--- src/rtl/pipe_hazard_ctrl_pkg.sv ---
// -----------------------------------------------------------------------------
// pipe_hazard_ctrl_pkg
// Shared definitions for the pipeline sequencing / hazard controller.
//   - Controller state encoding (FILL, RUN, MEM_WAIT, HALT) as sized constants.
//   - NOP instruction word loaded into a pipeline register on a bubble.
//   - Hazard flag bundle passed from the detector to the controller FSM.
// No ports (package).
// -----------------------------------------------------------------------------
package pipe_hazard_ctrl_pkg;

   typedef logic [1:0] state_t;

   localparam state_t ST_FILL     = 2'd0;
   localparam state_t ST_RUN      = 2'd1;
   localparam state_t ST_MEM_WAIT = 2'd2;
   localparam state_t ST_HALT     = 2'd3;

   // Instruction word a bubbled register loads (GPR write disabled).
   localparam logic [31:0] NOP_INSTR = 32'h0000_0000;

   // Raw hazard conditions; priority is resolved by the controller.
   typedef struct packed {
      logic dmem;   // data access in MEM not completing this cycle
      logic ld_br;  // branch in ID needs the result of the load in EXE
      logic imem;   // instruction fetch not completing this cycle
   } hazard_t;

endpackage

--- src/rtl/pipe_hazard_ctrl_hazard_detect.sv ---
// -----------------------------------------------------------------------------
// pipe_hazard_ctrl_hazard_detect
// Purely combinational hazard detection for pipe_hazard_ctrl.
// Ports:
//   id_is_branch_i        ID instruction resolves a branch in ID
//   id_rs_i, id_rt_i      ID source register addresses
//   exe_is_load_i         EXE instruction is a load
//   exe_waddr_i           EXE load destination register
//   imem_ready_i          instruction fetch completes this cycle
//   dmem_req_i            MEM stage accesses data memory
//   dmem_ready_i          data access completes this cycle
//   hazard_o              raw (unprioritised) hazard flags
// -----------------------------------------------------------------------------
module pipe_hazard_ctrl_hazard_detect
   import pipe_hazard_ctrl_pkg::*;
#(
   parameter int REG_ADDR_W = 5
) (
   input  logic                  id_is_branch_i,
   input  logic [REG_ADDR_W-1:0] id_rs_i,
   input  logic [REG_ADDR_W-1:0] id_rt_i,
   input  logic                  exe_is_load_i,
   input  logic [REG_ADDR_W-1:0] exe_waddr_i,
   input  logic                  imem_ready_i,
   input  logic                  dmem_req_i,
   input  logic                  dmem_ready_i,
   output hazard_t               hazard_o
);

   logic waddr_live;
   logic src_match;

   // $zero is never really written, so a load targeting it cannot feed a branch.
   assign waddr_live = (exe_waddr_i != '0);
   assign src_match  = (exe_waddr_i == id_rs_i) || (exe_waddr_i == id_rt_i);

   always_comb begin
      hazard_o.dmem  = dmem_req_i & ~dmem_ready_i;
      hazard_o.ld_br = id_is_branch_i & exe_is_load_i & waddr_live & src_match;
      hazard_o.imem  = ~imem_ready_i;
   end

endmodule

--- src/rtl/pipe_hazard_ctrl.sv ---
// -----------------------------------------------------------------------------
// pipe_hazard_ctrl
// Pipeline sequencing and hazard controller for an N-stage MIPS pipeline.
// Generates the PC write enable and per-pipeline-register load/bubble strobes,
// ramps the pipeline up after reset (FILL), and handles instruction-memory and
// data-memory wait states with a bounded data-memory wait timeout (HALT).
// Control only; no datapath.
//
// Optional feature: define HAZARD_PERF_CNT_EN to add the stall_cycles_o
// performance counter port.
//
// Ports:
//   clk_i            core clock, rising edge
//   reset_i          synchronous active-high reset
//   ena_i            global run enable; low forces all enables to 0, state holds
//   id_is_branch_i   ID instruction resolves a branch in ID
//   id_rs_i/id_rt_i  ID source register addresses
//   exe_is_load_i    EXE instruction is a load
//   exe_waddr_i      EXE load destination register
//   imem_ready_i     instruction fetch completes this cycle
//   dmem_req_i       MEM stage accesses data memory
//   dmem_ready_i     data access completes this cycle
//   pc_we_o          PC write enable
//   pipe_ena_o       load enable of pipeline register i (between stage i, i+1)
//   pipe_bubble_o    with pipe_ena_o[i]: register i loads a NOP
//   mem_timeout_o    sticky data-memory timeout flag
//   stall_cycles_o   stall cycle counter (HAZARD_PERF_CNT_EN only)
// -----------------------------------------------------------------------------
module pipe_hazard_ctrl
   import pipe_hazard_ctrl_pkg::*;
#(
   parameter int NUM_STAGES   = 5,
   parameter int REG_ADDR_W   = 5,
   parameter int MAX_MEM_WAIT = 15
) (
   input  logic                  clk_i,
   input  logic                  reset_i,
   input  logic                  ena_i,
   input  logic                  id_is_branch_i,
   input  logic [REG_ADDR_W-1:0] id_rs_i,
   input  logic [REG_ADDR_W-1:0] id_rt_i,
   input  logic                  exe_is_load_i,
   input  logic [REG_ADDR_W-1:0] exe_waddr_i,
   input  logic                  imem_ready_i,
   input  logic                  dmem_req_i,
   input  logic                  dmem_ready_i,
   output logic                  pc_we_o,
   output logic [NUM_STAGES-2:0] pipe_ena_o,
   output logic [NUM_STAGES-2:0] pipe_bubble_o,
   output logic                  mem_timeout_o
`ifdef HAZARD_PERF_CNT_EN
   ,
   output logic [31:0]           stall_cycles_o
`endif
);

   localparam int NR     = NUM_STAGES - 1;
   localparam int FILL_W = (NUM_STAGES > 2) ? $clog2(NUM_STAGES - 1) : 1;
   localparam int WAIT_W = $clog2(MAX_MEM_WAIT + 1);

   localparam logic [FILL_W-1:0] FILL_LAST  = FILL_W'(NUM_STAGES - 2);
   localparam logic [WAIT_W-1:0] WAIT_LIMIT = WAIT_W'(MAX_MEM_WAIT);
   localparam logic [NR-1:0]     BUB_IF_ID  = NR'(1);
   localparam logic [NR-1:0]     BUB_ID_EX  = NR'(2);

   state_t            state_q, state_d;
   logic [FILL_W-1:0] fill_cnt_q, fill_cnt_d;
   logic              fill_done_q, fill_done_d;
   logic [WAIT_W-1:0] wait_cnt_q, wait_cnt_d;
   logic              timeout_q, timeout_d;

   hazard_t           haz;
   logic [NR-1:0]     fill_mask;
   logic              freeze;
   logic              stall;
   logic [WAIT_W-1:0] wait_base;
   logic [WAIT_W-1:0] wait_inc;
   logic              pc_we;
   logic [NR-1:0]     ena_vec;
   logic [NR-1:0]     bub_vec;

   pipe_hazard_ctrl_hazard_detect #(
      .REG_ADDR_W (REG_ADDR_W)
   ) u_hazard_detect (
      .id_is_branch_i (id_is_branch_i),
      .id_rs_i        (id_rs_i),
      .id_rt_i        (id_rt_i),
      .exe_is_load_i  (exe_is_load_i),
      .exe_waddr_i    (exe_waddr_i),
      .imem_ready_i   (imem_ready_i),
      .dmem_req_i     (dmem_req_i),
      .dmem_ready_i   (dmem_ready_i),
      .hazard_o       (haz)
   );

   // During the ramp only registers 0..fill_cnt hold meaningful instructions.
   always_comb begin
      for (int i = 0; i < NR; i++) begin
         fill_mask[i] = (FILL_W'(i) <= fill_cnt_q);
      end
   end

   always_comb begin
      // NOTE: every variable gets a default first so no path leaves it
      // unassigned; otherwise synthesis infers a latch.
      state_d     = state_q;
      fill_cnt_d  = fill_cnt_q;
      fill_done_d = fill_done_q;
      wait_cnt_d  = wait_cnt_q;
      timeout_d   = timeout_q;
      freeze      = 1'b0;
      stall       = 1'b0;
      wait_base   = '0;
      wait_inc    = '0;
      pc_we       = 1'b0;
      ena_vec     = '0;
      bub_vec     = '0;

      // ena_i low (or HALT) leaves every enable at 0 and all state unchanged.
      if (ena_i && (state_q != ST_HALT)) begin
         // Inside MEM_WAIT the access is still outstanding, so only ready matters.
         freeze = (state_q == ST_MEM_WAIT) ? ~dmem_ready_i : haz.dmem;

         if (freeze) begin
            // The first frozen cycle (entry from FILL/RUN) is wait cycle 1.
            wait_base = (state_q == ST_MEM_WAIT) ? wait_cnt_q : '0;
            wait_inc  = (wait_base == WAIT_LIMIT) ? wait_base : wait_base + WAIT_W'(1);
            wait_cnt_d = wait_inc;
            if (wait_inc == WAIT_LIMIT) begin
               state_d   = ST_HALT;
               timeout_d = 1'b1;
            end else begin
               state_d   = ST_MEM_WAIT;
            end
         end else begin
            wait_cnt_d = '0;

            if (haz.ld_br) begin
               // Hold IF/ID, inject a NOP into ID/EXE, let the rest drain.
               ena_vec    = '1;
               ena_vec[0] = 1'b0;
               bub_vec    = BUB_ID_EX;
            end else if (haz.imem) begin
               // No new instruction: IF/ID takes a NOP, the rest advances.
               ena_vec = '1;
               bub_vec = BUB_IF_ID;
            end else begin
               pc_we   = 1'b1;
               ena_vec = '1;
            end
            stall = haz.ld_br | haz.imem;

            if (!fill_done_q) begin
               ena_vec = ena_vec & fill_mask;
               bub_vec = bub_vec & fill_mask;
               if (stall) begin
                  state_d = ST_FILL;
               end else if (fill_cnt_q == FILL_LAST) begin
                  fill_done_d = 1'b1;
                  state_d     = ST_RUN;
               end else begin
                  fill_cnt_d = fill_cnt_q + FILL_W'(1);
                  state_d    = ST_FILL;
               end
            end else begin
               state_d = ST_RUN;
            end
         end
      end
   end

   always_ff @(posedge clk_i) begin
      // NOTE: sequential state uses non-blocking assignments so every register
      // samples the pre-edge values regardless of statement order.
      if (reset_i) begin
         state_q     <= ST_FILL;
         fill_cnt_q  <= '0;
         fill_done_q <= 1'b0;
         wait_cnt_q  <= '0;
         timeout_q   <= 1'b0;
      end else begin
         state_q     <= state_d;
         fill_cnt_q  <= fill_cnt_d;
         fill_done_q <= fill_done_d;
         wait_cnt_q  <= wait_cnt_d;
         timeout_q   <= timeout_d;
      end
   end

   // Outputs are forced low while reset is asserted, before the first edge.
   assign pc_we_o       = pc_we & ~reset_i;
   assign pipe_ena_o    = reset_i ? '0 : ena_vec;
   assign pipe_bubble_o = reset_i ? '0 : bub_vec;
   assign mem_timeout_o = timeout_q & ~reset_i;

`ifdef HAZARD_PERF_CNT_EN
   logic [31:0] stall_cnt_q, stall_cnt_d;

   // HALT is excluded: its zero pc_we is a dead pipeline, not a stall.
   always_comb begin
      stall_cnt_d = stall_cnt_q;
      if (ena_i && (state_q != ST_HALT) && !pc_we) begin
         stall_cnt_d = stall_cnt_q + 32'd1;
      end
   end

   always_ff @(posedge clk_i) begin
      if (reset_i) begin
         stall_cnt_q <= '0;
      end else begin
         stall_cnt_q <= stall_cnt_d;
      end
   end

   assign stall_cycles_o = reset_i ? '0 : stall_cnt_q;
`endif

endmodule
--- config.mk ---
export PLATFORM = sky130hd
export DESIGN_NAME = pipe_hazard_ctrl
export DESIGN_NICKNAME = d
export VERILOG_FILES = /design/src/rtl/pipe_hazard_ctrl_pkg.sv /design/src/rtl/pipe_hazard_ctrl_hazard_detect.sv /design/src/rtl/pipe_hazard_ctrl.sv
export SDC_FILE = /design/constraint.sdc
export NUM_CORES = 1
export LEC_CHECK = 0
export CAP_MARGIN = 20
export CORE_MARGIN = 2
export CORE_UTILIZATION = 47
export DETAILED_ROUTE_END_ITERATION = 6
export PLACE_DENSITY_LB_ADDON = 0.1
export REMOVE_ABC_BUFFERS = 1
export SLEW_MARGIN = 40
export SYNTH_ARGS = -nofsm -noshare
export SYNTH_HDL_FRONTEND = slang
export SYNTH_SLANG_ARGS = --single-unit
--- constraint.sdc ---
create_clock -name clk_i -period 3.85 [get_ports clk_i]
set_input_delay 0.9625 -clock clk_i [delete_from_list [all_inputs] [get_ports clk_i]]
set_output_delay 0.9625 -clock clk_i [all_outputs]
set_load 0.1 [all_outputs]
==> impl_metrics.csv <==
group,metric,value,unit
run_status,outcome,"finished, final reports clean",
cells_and_area,fin_area,1340,um^2
clocking,cts-root-buf,"clkbuf_4",
die,io_pins,33,
min_path,holdPathStages,1,
timing,fin_skew,0.00253,ns
worst_setup_path,cp_max_fo,3,
route,wire_per_inst,12.3,um
worst_setup_path,crit_path_end_kind,"primary output",
synthesis,synth.area.top_cells,"dfxtp_1, xnor2_1, ha_1",
synthesis,synth_top_family_by_area,"compound AO/OA/AOI/OAI gates",
timing,layout_setup_ws,0.0966,ns
synthesis,synthMuxAreaShare,0.0356,
cells_and_area,layout.nets,177,
clocking,clk_path_buf_depth,2,
die,num_rows,15,
clocking,post_cts.repair.setup_buffers,0,
cells_and_area,drive_above_1_share,0.155,
route,drtAntennaViolNets,0,
synthesis,avgSynthCellArea,7.65,um^2
timing,hold_viol_final,0,
worst_setup_path,r2r-start,"state_q[1]",
place,numPortBuffers,30,
grt,grtUsageTotal,0.195,
clocking,cts_resized,0,
min_path,hold_start,"timeout_q",
synthesis,async_flop_share,0,
timing,final-setup-viol-count,0,
synthesis,ys.flop_type,"dfxtp_1",
cells_and_area,antenna_cells,0,
die,core-area,1750,um^2
route,vias_per_cell,5.32,
synthesis,ys.warnings.count,0,
clocking,numCtsBuffers,3,
timing,fmax,266,MHz
clocking,cts_sinks,10,
route,vias,920,
grt,grt-ovfl-total,0,
die,start_util,0.504,
clocking,insertion_delay,0.24,ns
route,drc,0,
synthesis,synth-compound-area-share,0.266,
clocking,clkTransAtPathRegs,0.05,ns
route,wl,2.13,mm
die,chipHeight,47.3,um
grt,antenna_found_initial,0,
timing,min_period,3.75,ns
route,firstDrtPassIters,4,
worst_setup_path,critical_path_class,"in2out",
job,maxCapViolations,0,
synthesis,synth-simple-area-share,0.240,
pwr,p_leak,0.506,nW
pwr,powerDensity,208,nW/um^2
pwr,worst_ir_drop_vdd,0.000214,V
synthesis,synth.distinct_cells,38,
grt,grt_pass1_wl,3.14,mm
worst_setup_path,ff2ff_path_depth,8,
place,place_congestion,0.914,
timing,period_share,0.975,
synthesis,yosys.area_share.adder,0.0569,
place,hpwl,1.83,mm
place,place_area,1310,um^2
synthesis,synth_largest_area_cell,"dfxtp_1",
synthesis,synthCells,115,
grt,grt_start_max_net_pins,14,
synthesis,ys_ff_latch,10,
cells_and_area,area_growth,52.2,%
route,drt_iter0_drc,18,
clocking,cts_tree,"built",
synthesis,synth_xor_area_frac,0.110,
clocking,htreeDepth,1,
worst_setup_path,worstPathRequired,2.89,ns
die,fp.dieW,47.3,um
synthesis,seq_area_frac_synth,0.228,
worst_setup_path,cp-start-kind,"primary input",
synthesis,yosysTopAreaCellShare,0.228,
worst_setup_path,arrival,2.79,ns
timing,rsz0062_at_grt,"false",
clocking,hold_buffers,0,
synthesis,synth_enable_flop_cells,0,
pwr,p_total,279,uW
grt,grt_pass1_vias,809,
worst_setup_path,startpoint,"exe_waddr_i[0]",
timing,final_max_slew_viol_count,0,
min_path,hold_class,"reg2reg",
die,die_area,2230,um^2
place,post-place-ws,0.00649,ns
synthesis,netlist_area,880,um^2
-- registers in the layout, summed over array words and instances (netlist names) --
register	flops
fill_cnt_q	2
fill_done_q	1
state_q	2
timeout_q	1
wait_cnt_q	4
-- critical path, cell delays in order --
cell and delay (ns):
clkdlybuf4s50_1 0.47, or3_1 0.38, o311a_4 0.31, and2_1 0.20
nor3b_2 0.17, buf_4 0.13, buf_12 0.16
-- report_power, final --
part           switching (mW)  internal [mW]  leakage [nW]
registers             0.00301          0.106        0.0810
clock network          0.0266         0.0356        0.0138
logic                  0.0568         0.0511         0.411
total                  0.0864          0.193         0.506
-- cell usage after synthesis (2+ instances only) --
library cell / n
nor2_1: 11
xnor2_1: 11
dfxtp_1: 10
a21oi_1: 7
nand2_1: 7
nand3_1: 6
o21ai_0: 6
clkbuf_1: 5
and2_1: 4
ha_1: 4
inv_1: 4
nor2b_1: 4
a211oi_1: 3
nand2b_1: 3
o21ai_1: 3
buf_4: 2
mux2i_1: 2
nor3_1: 2
o211ai_1: 2
-- logic make-up (layout without fill, tap and decap cells) --
| group | Yosys count | count (layout) |
|---|---|---|
| buf+inv | 12 | 44 |
| flops | 10 | 10 |
| fa+ha+maj | 4 | 4 |
| other cells | 1 | 2 |
| compound gates | 32 | 32 |
| mux | 3 | 3 |
| simple gates | 42 | 42 |
| xor+xnor | 11 | 11 |
-- layout by cell type, fill, tap and decap left out, types with 2 or more instances in the layout --
master / synthesis / layout
buf_12: 0 / 8
clkbuf_4: 0 / 3
nor2_1: 11 / 11
buf_4: 2 / 6
dfxtp_1: 10 / 10
mux2i_1: 2 / 2
and2_1: 4 / 4
conb_1: 1 / 2
clkdlybuf4s50_1: 0 / 22
a21oi_1: 7 / 7
a211oi_1: 3 / 3
o21ai_1: 3 / 3
nand2_1: 7 / 7
nor2b_1: 4 / 4
o21ai_0: 6 / 6
nand3_1: 6 / 6
inv_1: 4 / 4
xnor2_1: 11 / 11
nand2b_1: 3 / 3
ha_1: 4 / 4
o211ai_1: 2 / 2
-- final cells by class --
| type | instances | area (um^2) |
|---|---|---|
| inverters | 5 | 18.8 |
| fillers | 136 | 407 |
| flip-flops and latches | 10 | 200 |
| multi-input cells | 94 | 641 |
| repair buffers | 36 | 425 |
| clock buffers | 3 | 22.5 |
| well taps | 25 | 31.3 |
-- final timing paths --
check	to	slack, ns
min reg2reg	timeout_q	0.49
max reg2reg	state_q[0]	1.55
min	timeout_q	0.49
max	pc_we_o	0.1
-- metal layers --
layer	vias to the layer above	global-route usage	share of wire	wire length, um
met5	-	0	0	0
met4	0	0.0667	0.0056	12
met3	2	0.0385	0.11	226
met2	41	0.362	0.48	1030
met1	412	0.217	0.41	861
li1	465	-	-	-
-- per-stage QoR --
stage               setup TNS (ns)  utilization  hold slack (ns)  std cells
global route                     0        0.767            0.515        173
CTS                              0        0.761            0.501        173
finish                           0        0.767            0.488        173
global placement                 0        0.748            0.453        170
floorplan                    -3.61            -            0.441        109
detailed placement               0        0.748            0.486        170
No activity file was read; power rests on OpenSTA's default activity.
